`src/rtl/alu_seq_pkg.sv`:
```
// Shared types for the ALU sequencer: op codes,
// FSM state encoding and multiply iteration count.
package alu_seq_pkg;

  typedef enum logic [1:0] {
    OP_ADD = 2'b00,
    OP_SUB = 2'b01,
    OP_CMP = 2'b10,
    OP_MUL = 2'b11
  } op_e;

  typedef enum logic [1:0] {
    S_IDLE = 2'b00,
    S_EXEC = 2'b01,
    S_MUL  = 2'b10,
    S_RESP = 2'b11
  } state_e;

  localparam int MUL_ITER = 8;
  localparam int ITER_W   = 3;

endpackage

```
`src/rtl/alu_sequencer_alu.sv`:
```
// Shared adder/subtractor; bit W of sum is carry
// for add and borrow for subtract.
module alu_sequencer_alu #(
  parameter int W = 8
) (
  input  logic [W-1:0] a,
  input  logic [W-1:0] b,
  input  logic         sub,
  output logic [W:0]   sum
);

  always_comb begin
    if (sub) sum = {1'b0, a} - {1'b0, b};
    else     sum = {1'b0, a} + {1'b0, b};
  end

endmodule

```
`src/rtl/alu_sequencer.sv`:
```
// Request/response ALU sequencer: ADD/SUB/CMP in one
// cycle, MUL as 8 shift-add passes through one adder.
module alu_sequencer
  import alu_seq_pkg::*;
#(
  parameter int DATA_W = 8
) (
  input  logic              clk,
  input  logic              rst_n,
  input  logic              req_valid,
  output logic              req_ready,
  input  logic [1:0]        req_op,
  input  logic [DATA_W-1:0] req_a,
  input  logic [DATA_W-1:0] req_b,
  output logic              rsp_valid,
  input  logic              rsp_ready,
  output logic [DATA_W-1:0] rsp_result,
  output logic              rsp_carry,
  output logic              rsp_zero,
  output logic              flags_carry,
  output logic              flags_zero,
  output logic              busy
);

  state_e              state_q, state_d;
  op_e                 op_q, op_d;
  logic [DATA_W-1:0]   a_q, a_d, b_q, b_d;
  logic [DATA_W-1:0]   acc_q, acc_d;
  logic [DATA_W-1:0]   mplr_q, mplr_d;
  logic [ITER_W-1:0]   iter_q, iter_d;
  logic [DATA_W-1:0]   res_q, res_d;
  logic                carry_q, carry_d;
  logic                zero_q, zero_d;
  logic                fc_q, fc_d;
  logic                fz_q, fz_d;

  logic [DATA_W-1:0]   alu_a, alu_b;
  logic                alu_sub;
  logic [DATA_W:0]     alu_sum;

  alu_sequencer_alu #(.W(DATA_W)) u_alu (
    .a   (alu_a),
    .b   (alu_b),
    .sub (alu_sub),
    .sum (alu_sum)
  );

  always_comb begin
    state_d = state_q;
    op_d    = op_q;
    a_d     = a_q;
    b_d     = b_q;
    acc_d   = acc_q;
    mplr_d  = mplr_q;
    iter_d  = iter_q;
    res_d   = res_q;
    carry_d = carry_q;
    zero_d  = zero_q;
    fc_d    = fc_q;
    fz_d    = fz_q;
    alu_a   = acc_q;
    alu_b   = mplr_q[0] ? a_q : '0;
    alu_sub = 1'b0;
    unique case (state_q)
      S_IDLE: begin
        if (req_valid) begin
          op_d    = op_e'(req_op);
          a_d     = req_a;
          b_d     = req_b;
          acc_d   = '0;
          mplr_d  = req_b;
          iter_d  = '0;
          state_d = (op_e'(req_op) == OP_MUL) ? S_MUL : S_EXEC;
        end
      end
      S_EXEC: begin
        alu_a   = a_q;
        alu_b   = b_q;
        alu_sub = (op_q != OP_ADD);
        res_d   = (op_q == OP_CMP) ? a_q : alu_sum[DATA_W-1:0];
        carry_d = alu_sum[DATA_W];
        zero_d  = (alu_sum == '0);
        fc_d    = carry_d;
        fz_d    = zero_d;
        state_d = S_RESP;
      end
      S_MUL: begin
        // {acc, mplr} shifts right with the adder carry on top
        acc_d  = alu_sum[DATA_W:1];
        mplr_d = {alu_sum[0], mplr_q[DATA_W-1:1]};
        iter_d = iter_q + 1'b1;
        if (iter_q == ITER_W'(MUL_ITER - 1)) begin
          res_d   = mplr_d;
          carry_d = |acc_d;
          zero_d  = (mplr_d == '0);
          fc_d    = carry_d;
          fz_d    = zero_d;
          state_d = S_RESP;
        end
      end
      S_RESP: begin
        if (rsp_ready) state_d = S_IDLE;
      end
      default: state_d = S_IDLE;
    endcase
  end

  always_ff @(posedge clk) begin
    if (!rst_n) begin
      state_q <= S_IDLE;
      op_q    <= OP_ADD;
      a_q     <= '0;
      b_q     <= '0;
      acc_q   <= '0;
      mplr_q  <= '0;
      iter_q  <= '0;
      res_q   <= '0;
      carry_q <= 1'b0;
      zero_q  <= 1'b0;
      fc_q    <= 1'b0;
      fz_q    <= 1'b0;
    end else begin
      state_q <= state_d;
      op_q    <= op_d;
      a_q     <= a_d;
      b_q     <= b_d;
      acc_q   <= acc_d;
      mplr_q  <= mplr_d;
      iter_q  <= iter_d;
      res_q   <= res_d;
      carry_q <= carry_d;
      zero_q  <= zero_d;
      fc_q    <= fc_d;
      fz_q    <= fz_d;
    end
  end

  assign req_ready   = rst_n && (state_q == S_IDLE);
  assign rsp_valid   = (state_q == S_RESP);
  assign busy        = (state_q != S_IDLE);
  assign rsp_result  = res_q;
  assign rsp_carry   = carry_q;
  assign rsp_zero    = zero_q;
  assign flags_carry = fc_q;
  assign flags_zero  = fz_q;

endmodule

```
`config.mk`:
```
export PLATFORM = sky130hd
export DESIGN_NAME = alu_sequencer
export DESIGN_NICKNAME = d
export VERILOG_FILES = /design/src/rtl/alu_seq_pkg.sv /design/src/rtl/alu_sequencer_alu.sv /design/src/rtl/alu_sequencer.sv
export SDC_FILE = /design/constraint.sdc
export NUM_CORES = 1
export LEC_CHECK = 0
export CAP_MARGIN = 20
export CORE_UTILIZATION = 35
export DETAILED_ROUTE_END_ITERATION = 10
export GPL_TIMING_DRIVEN = 0
export HOLD_SLACK_MARGIN = 0.1
export PLACE_DENSITY_LB_ADDON = 0.15
export SLEW_MARGIN = 10
export SYNTH_ARGS = -nofsm -noshare
export SYNTH_HDL_FRONTEND = slang
export SYNTH_SLANG_ARGS = --single-unit
```
`constraint.sdc`:
```
create_clock -name clk -period 3.5 [get_ports clk]
set_input_delay 0.7 -clock clk [delete_from_list [all_inputs] [get_ports clk]]
set_output_delay 0.7 -clock clk [all_outputs]
set_load 0.01 [all_outputs]
```
## Yosys cells after proc, flatten, opt, wreduce, memory -nomap -nowiden

Index checks and enable logic that the tools add are counted.

- Flip-flop bits (word level): 49
- Input port bits: 22
- Output and inout port bits: 15
- Logic and storage cells: 58

- Add/sub/neg operators: 3
- Equality and inequality tests: 9
- Multiplexer cells: 23
- Reductions and logical operators: 13

Operator list:

| cell | number |
|---|---|
| 8-bit two-way mux | 7 |
| 8-bit case mux with 2 select lines | 3 |
| 8-bit by 8-bit adder with 9-bit output | 1 |
| 9-bit logical NOT | 1 |
| 9-bit two-way mux | 1 |
| 8-bit by 8-bit subtractor with 9-bit output | 1 |
| 2-bit equality test, second input constant | 4 |
| 8-bit logical NOT | 1 |
| 2-bit two-way mux | 4 |
| 2-bit case mux with 4 select lines | 1 |
| 2-bit nonzero test | 4 |
| 8-bit OR reduction | 1 |
| 3-bit case mux with 2 select lines | 1 |
| 2-bit AND reduction | 3 |
| 2-bit != test, second input constant | 2 |
| 1-bit case mux with 2 select lines | 2 |
| 3-bit by 1-bit adder with 3-bit output, second input constant | 1 |
| 3-bit equality test, second input constant | 1 |
| 1-bit two-way mux | 3 |
| 3-bit two-way mux | 1 |
| 3-bit AND reduction | 1 |
| 2-bit by 1-bit equality test with 1-bit output, second input constant | 1 |
| 2-bit logical NOT | 1 |
| 2-bit by 1-bit != test with 1-bit output, second input constant | 1 |
| 1-bit logical AND | 1 |

## Longest topological paths before layout

Gate-level depths: netlist of the first run.

- Word-level depth: 7
- Gate-level depth with buffers: 18
- Mapped depth without buffers: 16

## Hierarchy

From an unflattened synthesis of the first run, not the netlist that was laid out.

- Cell total of the unflattened synthesis: 350
- Area, all modules: 2,997.9 um^2

Modules (own cells, without submodules):

| module | instances | cells each | area an instance (um^2) | sequential area each (um^2) |
|---|---|---|---|---|
| alu_sequencer | 1 | 278 | 2,438.6 | 980.9 |
| alu_sequencer_alu | 1 | 72 | 559.3 | 0.0 |

## Least setup slack after synthesis of the first run

Ideal clock, no wire load.

- Kind: reg2reg
- From: register state_q[1]
- To: register fz_q, in the netlist flags_zero
- Library setup time: 0.058 ns
- Data arrival time: 3.353 ns
- Required time: 3.442 ns
- Path slack: 0.089 ns
- Cell stages (with the launch flop): 15
- Path buffers: 3
- Clock period less this slack: 3.411 ns
- Cells stage by stage: dfxtp_1 > inv_1 > ha_1 > buf_6 > clkbuf_1 > clkbuf_1 > mux2_2 > ha_1 > a21o_1 > a2111oi_0 > a21oi_1 > xnor2_1 > nand4bb_1 > nor3_1 > o21a_1

- Word-level cells in the longest chain between the ends: 7
- Elaborated cells between the ends (all ways): 15
- Classes of those cells: add/sub (2); eq/ne (3); mux (6); reduce/logical (4)

RTL lines:

| what | RTL line | source |
|---|---|---|
| from (decl) | alu_sequencer.sv:25 | `state_e state_q, state_d;` |
| from (signal assigned) | alu_sequencer.sv:123 | `state_q <= state_d;` |
| 2-bit by 1-bit equality test with 1-bit output | alu_sequencer.sv:64 | `unique case (state_q)` |
| 8-bit two-way mux | alu_sequencer.sv:64 |  |
| 8-bit by 8-bit adder with 9-bit output / 8-bit by 8-bit subtractor with 9-bit output (equally long branches) | alu_sequencer_alu.sv:14, alu_sequencer_alu.sv:13 |  |
| 9-bit two-way mux | alu_sequencer_alu.sv:13 | `if (sub) sum = {1'b0, a} - {1'b0, b};` |
| 8-bit logical NOT | alu_sequencer.sv:95 | `zero_d = (mplr_d == '0);` |
| 1-bit two-way mux | alu_sequencer.sv:92 | `if (iter_q == ITER_W'(MUL_ITER - 1)) begin` |
| 1-bit case mux with 2 select lines | alu_sequencer.sv:64 |  |
| to (signal assigned) | alu_sequencer.sv:134 | `fz_q <= fz_d;` |
| to (decl) | alu_sequencer.sv:35 | `logic fz_q, fz_d;` |

Parallel ways exist; a longest one is shown, timed or not. The select of a mux whose other input is x is not followed.
A chain may end at the register's enable or synchronous reset.

## Worst setup path after layout of the first run

Ends and elaborated chain as after synthesis.

==> summary.md, run 1 <==
| Metric | Value |
|---|---|
| Status | `finished clean` |
| Post-Syn Nets | `405` |
| Min Tclk post-route | `3.29 ns` |
| Antenna viol nets, final | `0` |
| Final critical-path setup slack | `0.205 ns` |
| Hold WS | `0.470 ns` |
| Final clock period utilization by the worst path | `94.1%` |
| Dominant cell by count in the synthesized netlist | `sky130_fd_sc_hd__nand2_1` |
| Critical path capture point type | `flop` |
| Worst endpoint required time | `3.71 ns` |
| # IOs | `37` |
| Start point of the critical path | `state_q[1]` |
| Level count of the clock H-tree | `2` |
| Fraction of registers with async set or reset after synthesis | `0%` |
| Relative area change from synthesis to final layout | `26.0%` |
| Per-instance average area after synthesis | `8.00 µm²` |
| Post-Place Worst Slack | `-0.585 ns` |
| Antenna diode count | `0` |
| Number of different library cells in the post-synthesis netlist | `48` |
| Synth top area share | `33.3%` |
| Count of flip-flops with a built-in enable after synthesis | `0` |
| Max Buffers Root-to-Sink | `2` |
| Arrival time at the worst endpoint | `3.51 ns` |
| Pre-Repair DR Iteration Count | `4` |
| Clk_lat worst skew | `0.31 ns` |
| Site Rows | `33` |
| Detailed-route via count | `2,677` |
| Filler-free cell count of the finished design | `520` |
| Initial cell density of the core | `36.0%` |
| Post-synthesis sequential element count | `49` |
| Pwr per Cell Area | `1070 mW/mm²` |
| Total number of nets in the final design | `451` |
| RSZ-0062 raised after global routing | `no` |
| Area leader, netlist | `sky130_fd_sc_hd__dfxtp_1` |
| Max-slew violation count | `0` |
| Cell area after technology mapping | `0.00294 mm²` |
| Top cells by area, synth | `sky130_fd_sc_hd__dfxtp_1 (33%), sky130_fd_sc_hd__nand2_1 (11%), sky130_fd_sc_hd__ha_1 (6.0%)` |
| Proportion of layout cells with a drive suffix above 1 | `12.3%` |
| # DRC | `0` |
| Chip Height | `93.7 µm` |
| CTS tree | `done` |
| Worst reg2reg startpoint | `state_q[1]` |
| Initial antenna violation count | `0` |
| Combined area of the multi-input logic cells | `0.00197 mm²` |
| Post-placement cell count | `508` |
| Max-cap violation count | `0` |
| Flop2flop setup slack | `0.21 ns` |
| Path depth of the worst reg2reg path | `16` |
| Most instantiated flip-flop cell in the synthesis netlist | `sky130_fd_sc_hd__dfxtp_1` |
| Slew HR | `59.3%` |
| Worst Tran Pin Value | `0.604 ns` |
| Final Hold Violating Endpoints | `0` |
| Per-cell via count in the routed design | `5.15` |
| Portion of the post-synthesis area used by sequential elements | `33.3%` |
| Biggest fanout along the worst timing path | `10` |
| Category of the worst setup path launch point | `flop` |
| Overall power of the completed layout | `0.00396 W` |
| Residual overflow from global routing | `0` |
| Final Skew | `0.00839 ns` |
| Lkg Pwr | `1.47 nW` |
| Footprint of the flip-flops and latches | `982 µm²` |
| Clock transition time at the flip-flop clock pins of the worst setup and hold paths | `0.09 ns` |
| Number of fillers in the final layout | `808` |
| Detailed Place HPWL | `6.32 mm` |
| Num CTS Buffers | `5` |
| Total of endpoints with negative setup slack in the final report | `0` |
| GRT Overall Usage | `20.1%` |
| Die W | `93.7 µm` |
| Class of the tightest hold or removal check | `reg -> reg` |
| Hold bufs inserted after CTS | `0` |
| Per-cell routed wire length | `16.0 µm` |
| Wire length of the first global-routing pass | `13.6 mm` |
| Gpl congestion | `0.927` |
| CP endpoint | `flags_zero` |
| Placeable core area | `0.00818 mm²` |
| Vias in the first global route | `2,642` |
| Clk root buf | `sky130_fd_sc_hd__clkbuf_8` |
| Crit Path Category | `reg -> reg` |
| Commonest cells in the netlist | `sky130_fd_sc_hd__nand2_1 (85), sky130_fd_sc_hd__dfxtp_1 (49), sky130_fd_sc_hd__o21ai_0 (31), sky130_fd_sc_hd__a21boi_0 (21), sky130_fd_sc_hd__a21oi_1 (18)` |
| Worst r2r dst | `flags_zero` |
| Clock sink total | `49` |
| Highest clock frequency the design can meet | `304 MHz` |
| Port Buffers | `35` |
| Peak VDD IR | `0.000435 V` |
| Post-Synthesis Cells | `368` |
| Iter 0 DRT Violations | `176` |
| Die Outline Area | `0.00878 mm²` |
| Count of warnings emitted by yosys | `0` |
| DRT Wirelength | `8.32 mm` |
| Maximum number of pins on one net before global-route repair | `15` |
==> sequential cells by signal, indices dropped and copies added, names as in the netlist <==
register,flops
acc_q,8
b_q,8
flags_carry,1
iter_q,3
flags_zero,1
op_q,2
a_q,8
rsp_result,8
state_q,2
mplr_q,8
==> stage by stage <==
step / cell area, µm² / util, % / setup TNS (ns)
after global routing: 3710 / 45.3 / 0
after CTS: 3560 / 43.6 / 0
after detailed placement: 3420 / 41.9 / -3.11
after floorplan: 2940 / - / 0
after global placement: 3420 / 41.9 / -2.79
final: 3710 / 45.3 / 0
==> metal layers <==
metal  vias to the layer above  part of all wire [%]  GRT usage, %
met5                         -                     0             0
met4                         0                   1.3          4.74
met3                        10                   3.8          3.24
met2                        46                    46          34.1
met1                      1253                    49          26.5
li1                       1368                     -             -
==> worst max-delay path, stage by stage (launching register included) <==
cell and delay [ns]:
sky130_fd_sc_hd__dfxtp_2 0.34, sky130_fd_sc_hd__inv_1 0.08, sky130_fd_sc_hd__ha_2 0.22, sky130_fd_sc_hd__buf_6 0.15, sky130_fd_sc_hd__buf_6 0.14, sky130_fd_sc_hd__nand2_1 0.06
sky130_fd_sc_hd__o21ai_1 0.12, sky130_fd_sc_hd__and2_1 0.20, sky130_fd_sc_hd__xnor2_2 0.11, sky130_fd_sc_hd__fa_1 0.45, sky130_fd_sc_hd__nor2b_1 0.19, sky130_fd_sc_hd__o22a_1 0.23
sky130_fd_sc_hd__a31oi_1 0.11, sky130_fd_sc_hd__o21bai_1 0.24, sky130_fd_sc_hd__xor2_2 0.30, sky130_fd_sc_hd__nor3_2 0.09, sky130_fd_sc_hd__o21a_1 0.17
==> cell usage in the layout (no fill, tap or decap), types with 3 or more instances in the layout <==
cell	n
sky130_fd_sc_hd__nand2b_1	3
sky130_fd_sc_hd__a22oi_1	7
sky130_fd_sc_hd__o211a_1	8
sky130_fd_sc_hd__and2_1	9
sky130_fd_sc_hd__a21boi_0	21
sky130_fd_sc_hd__a21o_1	3
sky130_fd_sc_hd__inv_1	8
sky130_fd_sc_hd__dfxtp_1	48
sky130_fd_sc_hd__nand2_1	84
sky130_fd_sc_hd__clkbuf_1	13
sky130_fd_sc_hd__ha_1	9
sky130_fd_sc_hd__ha_2	3
sky130_fd_sc_hd__nor2b_1	12
sky130_fd_sc_hd__buf_4	9
sky130_fd_sc_hd__o21ai_0	26
sky130_fd_sc_hd__nor2_1	6
sky130_fd_sc_hd__clkbuf_8	6
sky130_fd_sc_hd__mux2i_1	8
sky130_fd_sc_hd__clkdlybuf4s50_1	35
sky130_fd_sc_hd__nand3_1	5
sky130_fd_sc_hd__o21a_1	4
sky130_fd_sc_hd__o211ai_1	4
sky130_fd_sc_hd__a21oi_1	16
sky130_fd_sc_hd__a31oi_1	4
sky130_fd_sc_hd__o21ai_1	6
sky130_fd_sc_hd__mux2_2	6
sky130_fd_sc_hd__xor2_1	7
==> report_power, final <==
part	internal, W	switching [W]	total (W)
registers	0.000717	0.000135	0.000852
clock network	0.000139	0.000190	0.000329
logic	0.00131	0.00147	0.00278
total	0.00216	0.00180	0.00396
==> how the worst min path moves through the flow <==
stage,slack [ns],cells past startpoint,from,end
CTS,0.47,2,b_q[2],b_q[2]
finish,0.47,2,b_q[7],b_q[7]
floorplan,0.44,2,b_q[7],b_q[7]
global placement,0.46,2,b_q[2],b_q[2]
global route,0.50,2,b_q[2],b_q[2]
detailed placement,0.46,2,b_q[2],b_q[2]
==> final cells by class <==
cell class | instances | share of cell area (%)
buffer | 21 | 3.14
clock buffer | 6 | 1.96
clock inverter | 2 | 0.270
inverter | 8 | 0.810
multi-input combinational | 288 | 53.1
sequential | 49 | 26.5
tap | 105 | 3.54
timing repair buffer | 41 | 10.7
==> timing repair <==
action                                  in CTS  in global routing
setup buffers                                1                  5
resized for setup                           13                 24
pin swaps                                    2                  7
endpoints found under the setup margin      11                  8
==> kinds of logic after synthesis <==
logic type	after synthesis	synth area share, %
AOI/OAI and AO/OA	113	26.0
DFF	49	33.3
adders and majority gates	15	6.63
muxes	14	5.02
and+or+nand+nor	133	20.5
buffers and inverters	31	4.63
xor gates and xnor gates	13	3.87
Power figures use the tool's default switching activity.
==> run 2, diff against run 1 <==
- SYNTH_HIERARCHICAL: unset -> 1
==> summary.md, run 2 <==
| Metric | Value |
|---|---|
| Status | `complete, but fails checks` |
| Violated checks | `setup timing` |
| Clock transition time at the flip-flop clock pins of the worst setup and hold paths | `0.09 ns` |
| Crit Path Category | `reg -> reg` |
| Instance area after placement | `0.00350 mm²` |
| Dominant cell by count in the synthesized netlist | `sky130_fd_sc_hd__nand2_1` |
| Count of warnings emitted by yosys | `6` |
| Arrival time at the worst endpoint | `3.74 ns` |
| Port Buffers | `36` |
| Highest clock frequency the design can meet | `285 MHz` |
| # IOs | `37` |
| Antenna diode count | `0` |
| Initial antenna violation count | `0` |
| Top cells by area, synth | `sky130_fd_sc_hd__dfxtp_1 (33%), sky130_fd_sc_hd__nand2_1 (9.3%), sky130_fd_sc_hd__mux2_2 (6.4%)` |
| Pre-Repair DR Iteration Count | `4` |
| Clk_lat worst skew | `0.31 ns` |
| Biggest fanout along the worst timing path | `5` |
| Max-slew violation count | `0` |
| Iter 0 DRT Violations | `111` |
| Total met2 wirelength after detailed routing | `3.90 mm` |
| Worst endpoint required time | `3.73 ns` |
| Per-cell via count in the routed design | `5.12` |
| Library cell contributing the largest single delay on the critical path | `sky130_fd_sc_hd__or4_1` |
| Count of flip-flops with a built-in enable after synthesis | `0` |
| TNS Setup | `-0.0103 ns` |
| Max-cap violation count | `0` |
| Worst Tran Pin Value | `0.541 ns` |
| Most used cells in the layout excluding fill and tap cells | `sky130_fd_sc_hd__nand2_1 (71), sky130_fd_sc_hd__dfxtp_1 (47), sky130_fd_sc_hd__clkdlybuf4s50_1 (36)` |
| Level count of the clock H-tree | `2` |
| Cell area after technology mapping | `0.00300 mm²` |
| Commonest cells in the netlist | `sky130_fd_sc_hd__nand2_1 (74), sky130_fd_sc_hd__dfxtp_1 (49), sky130_fd_sc_hd__mux2i_1 (19), sky130_fd_sc_hd__a21boi_0 (18), sky130_fd_sc_hd__mux2_2 (17)` |
| Footprint of the flip-flops and latches | `983 µm²` |
| Number of different library cells in the post-synthesis netlist | `47` |
| Total number of nets in the final design | `440` |
| Clk root buf | `sky130_fd_sc_hd__clkbuf_8` |
| Lkg Pwr | `1.59 nW` |
| Hold bufs inserted after CTS | `0` |
| Min Tclk post-route | `3.51 ns` |
| Final Hold Violating Endpoints | `0` |
| Category of the worst setup path launch point | `flop` |
| Most common library cell in the layout ignoring fill and taps | `sky130_fd_sc_hd__nand2_1` |
| Combined area of the multi-input logic cells | `0.00197 mm²` |
| Per-instance average area after synthesis | `8.57 µm²` |
| Placeable core area | `0.00826 mm²` |
| Maximum number of pins on one net before global-route repair | `16` |
| Die W | `94.6 µm` |
| Detailed-route via count | `2,603` |
| Total of endpoints with negative setup slack in the final report | `1` |
| Highest routed metal layer | `met4` |
| Critical path, cell by cell | `inv_1 -> ha_2 -> buf_6 -> clkbuf_16 -> o21ai_4 -> inv_2 -> ha_4 -> mux2_4 -> fa_2 -> nor2b_4 -> o2111ai_2 -> nand3b_1 -> xor2_2 -> nor3_1 -> nand2_1 -> or4_1 -> a31oi_1` |
| Relative area change from synthesis to final layout | `29.3%` |
| CTS tree | `done` |
| Proportion of layout cells with a drive suffix above 1 | `20.3%` |
| Initial cell density of the core | `36.3%` |
| Final clock period utilization by the worst path | `100%` |
| Routed met3 length | `230 µm` |
| Post-Synthesis Cells | `350` |
| Design Area, Final | `0.00388 mm²` |
| Most instantiated flip-flop cell in the synthesis netlist | `sky130_fd_sc_hd__dfxtp_1` |
| # DRC | `0` |
| Chip Height | `94.6 µm` |
| Fraction of registers with async set or reset after synthesis | `0%` |
| CP max stage delay | `0.41 ns` |
| Number of fillers in the final layout | `816` |
| Gate family responsible for the most delay along the worst path | `simple AND/OR/NAND/NOR gates` |
| Buf/Inv on CP | `4` |
| Max Buffers Root-to-Sink | `2` |
| Peak VDD IR | `0.000425 V` |
| Pwr per Cell Area | `1090 mW/mm²` |
| Post-synthesis sequential element count | `49` |
| RSZ-0062 raised after global routing | `yes` |
| Class of the tightest hold or removal check | `reg -> reg` |
| Residual overflow from global routing | `0` |
| DRT Wirelength | `8.27 mm` |
| Clock sink total | `49` |
| Vias in the first global route | `2,532` |
| Num CTS Buffers | `5` |
| Area leader, netlist | `sky130_fd_sc_hd__dfxtp_1` |
| Per-cell routed wire length | `16.3 µm` |
| Antenna viol nets, final | `0` |
| Die Outline Area | `0.00894 mm²` |
| Synth top area share | `32.7%` |
| Gpl congestion | `0.829` |
| Slew HR | `64.0%` |
| Site Rows | `33` |
| Detailed Place HPWL | `6.14 mm` |
| Critical path capture point type | `flop` |
| Post-layout util | `47.0%` |
| Portion of the post-synthesis area used by sequential elements | `32.7%` |
| Total routed wire length on the met1 layer | `4.02 mm` |
| GRT Overall Usage | `19.1%` |
| Wire length of the first global-routing pass | `13.1 mm` |
| Post-Syn Nets | `388` |
| Final Skew | `0.0114 ns` |
| Final critical-path setup slack | `-0.0103 ns` |
==> run 2: changes by cell type after synthesis, moves of 8 or more <==
cell | before | now
sky130_fd_sc_hd__o21ai_0 | 31 | 15
sky130_fd_sc_hd__a21oi_1 | 18 | 7
sky130_fd_sc_hd__mux2_2 | 6 | 17
sky130_fd_sc_hd__mux2i_1 | 8 | 19
sky130_fd_sc_hd__nand2_1 | 85 | 74
sky130_fd_sc_hd__o22ai_1 | 0 | 8
==> run 2: worst paths after layout <==
check | start | to | slack [ns] | cells after the start
max | state_q[1] | flags_zero | -0.01 | 17
min | b_q[6] | b_q[6] | 0.48 | 2
max reg2reg | state_q[1] | flags_zero | -0.01 | 17
min reg2reg | b_q[6] | b_q[6] | 0.48 | 2
==> run 2: stage by stage <==
stage | worst slack (ns) | hold WS [ns] | power [W] | cells
final | -0.0103 | 0.478 | 0.00424 | 508
after global routing | -0.165 | 0.501 | 0.00453 | 508
after CTS | -0.0724 | 0.480 | 0.00399 | 503
after detailed placement | -0.420 | 0.460 | 0.00328 | 491
after global placement | -0.377 | 0.460 | 0.00327 | 491
after floorplan | 0.0164 | 0.444 | 0.00258 | 350
==> run 2: logic make-up (layout without fill, tap and decap cells) <==
logic type               after synthesis  after routing  share of synthesized area, %
multiplexers                          37             37                          13.1
AND/OR/NAND/NOR                      115            115                          17.7
XOR/XNOR                              12             12                          3.51
adder cells (fa/ha/maj)               16             16                          6.93
flip-flops                            49             49                          32.7
buffers and inverters                 39             92                          6.05
AO/OA/AOI/OAI                         82             82                          19.9
==> run 2: power by group <==
| part | switching, W | internal (W) |
|---|---|---|
| Clock | 0.000192 | 0.000284 |
| Combinational | 0.00154 | 0.00138 |
| Sequential | 0.000136 | 0.000708 |
| Total | 0.00187 | 0.00237 |
==> run 2: area by class of cell <==
cell class,count,share of cell area [%]
multi-input combinational,262,50.9
sequential,49,25.4
timing repair buffer,46,11.3
buffer,22,4.03
tap,105,3.39
clock buffer,5,1.77
clock inverter,3,1.68
inverter,16,1.55
==> run 2: repair_timing <==
action,CTS,global route
pin swaps,9,10
endpoints found under the setup margin,8,3
buffers inserted,5,4
resized for setup,19,22
cloned,0,1
==> run 2: worst register-to-register path, cell delays in order, from the launching register on <==
cell and delay (ns):
sky130_fd_sc_hd__dfxtp_2 0.34, sky130_fd_sc_hd__inv_1 0.05, sky130_fd_sc_hd__ha_2 0.17, sky130_fd_sc_hd__buf_6 0.13, sky130_fd_sc_hd__clkbuf_16 0.16, sky130_fd_sc_hd__o21ai_4 0.16, sky130_fd_sc_hd__inv_2 0.07, sky130_fd_sc_hd__ha_4 0.23
sky130_fd_sc_hd__mux2_4 0.28, sky130_fd_sc_hd__fa_2 0.40, sky130_fd_sc_hd__nor2b_4 0.15, sky130_fd_sc_hd__o2111ai_2 0.13, sky130_fd_sc_hd__nand3b_1 0.16, sky130_fd_sc_hd__xor2_2 0.13, sky130_fd_sc_hd__nor3_1 0.19, sky130_fd_sc_hd__nand2_1 0.09
sky130_fd_sc_hd__or4_1 0.41, sky130_fd_sc_hd__a31oi_1 0.18
==> run 2: routing by layer <==
layer / vias up / track usage [%]
met2: 42 / 30.6
met3: 10 / 2.66
met5: - / 0
met4: 0 / 6.57
met1: 1242 / 26.2
li1: 1309 / -
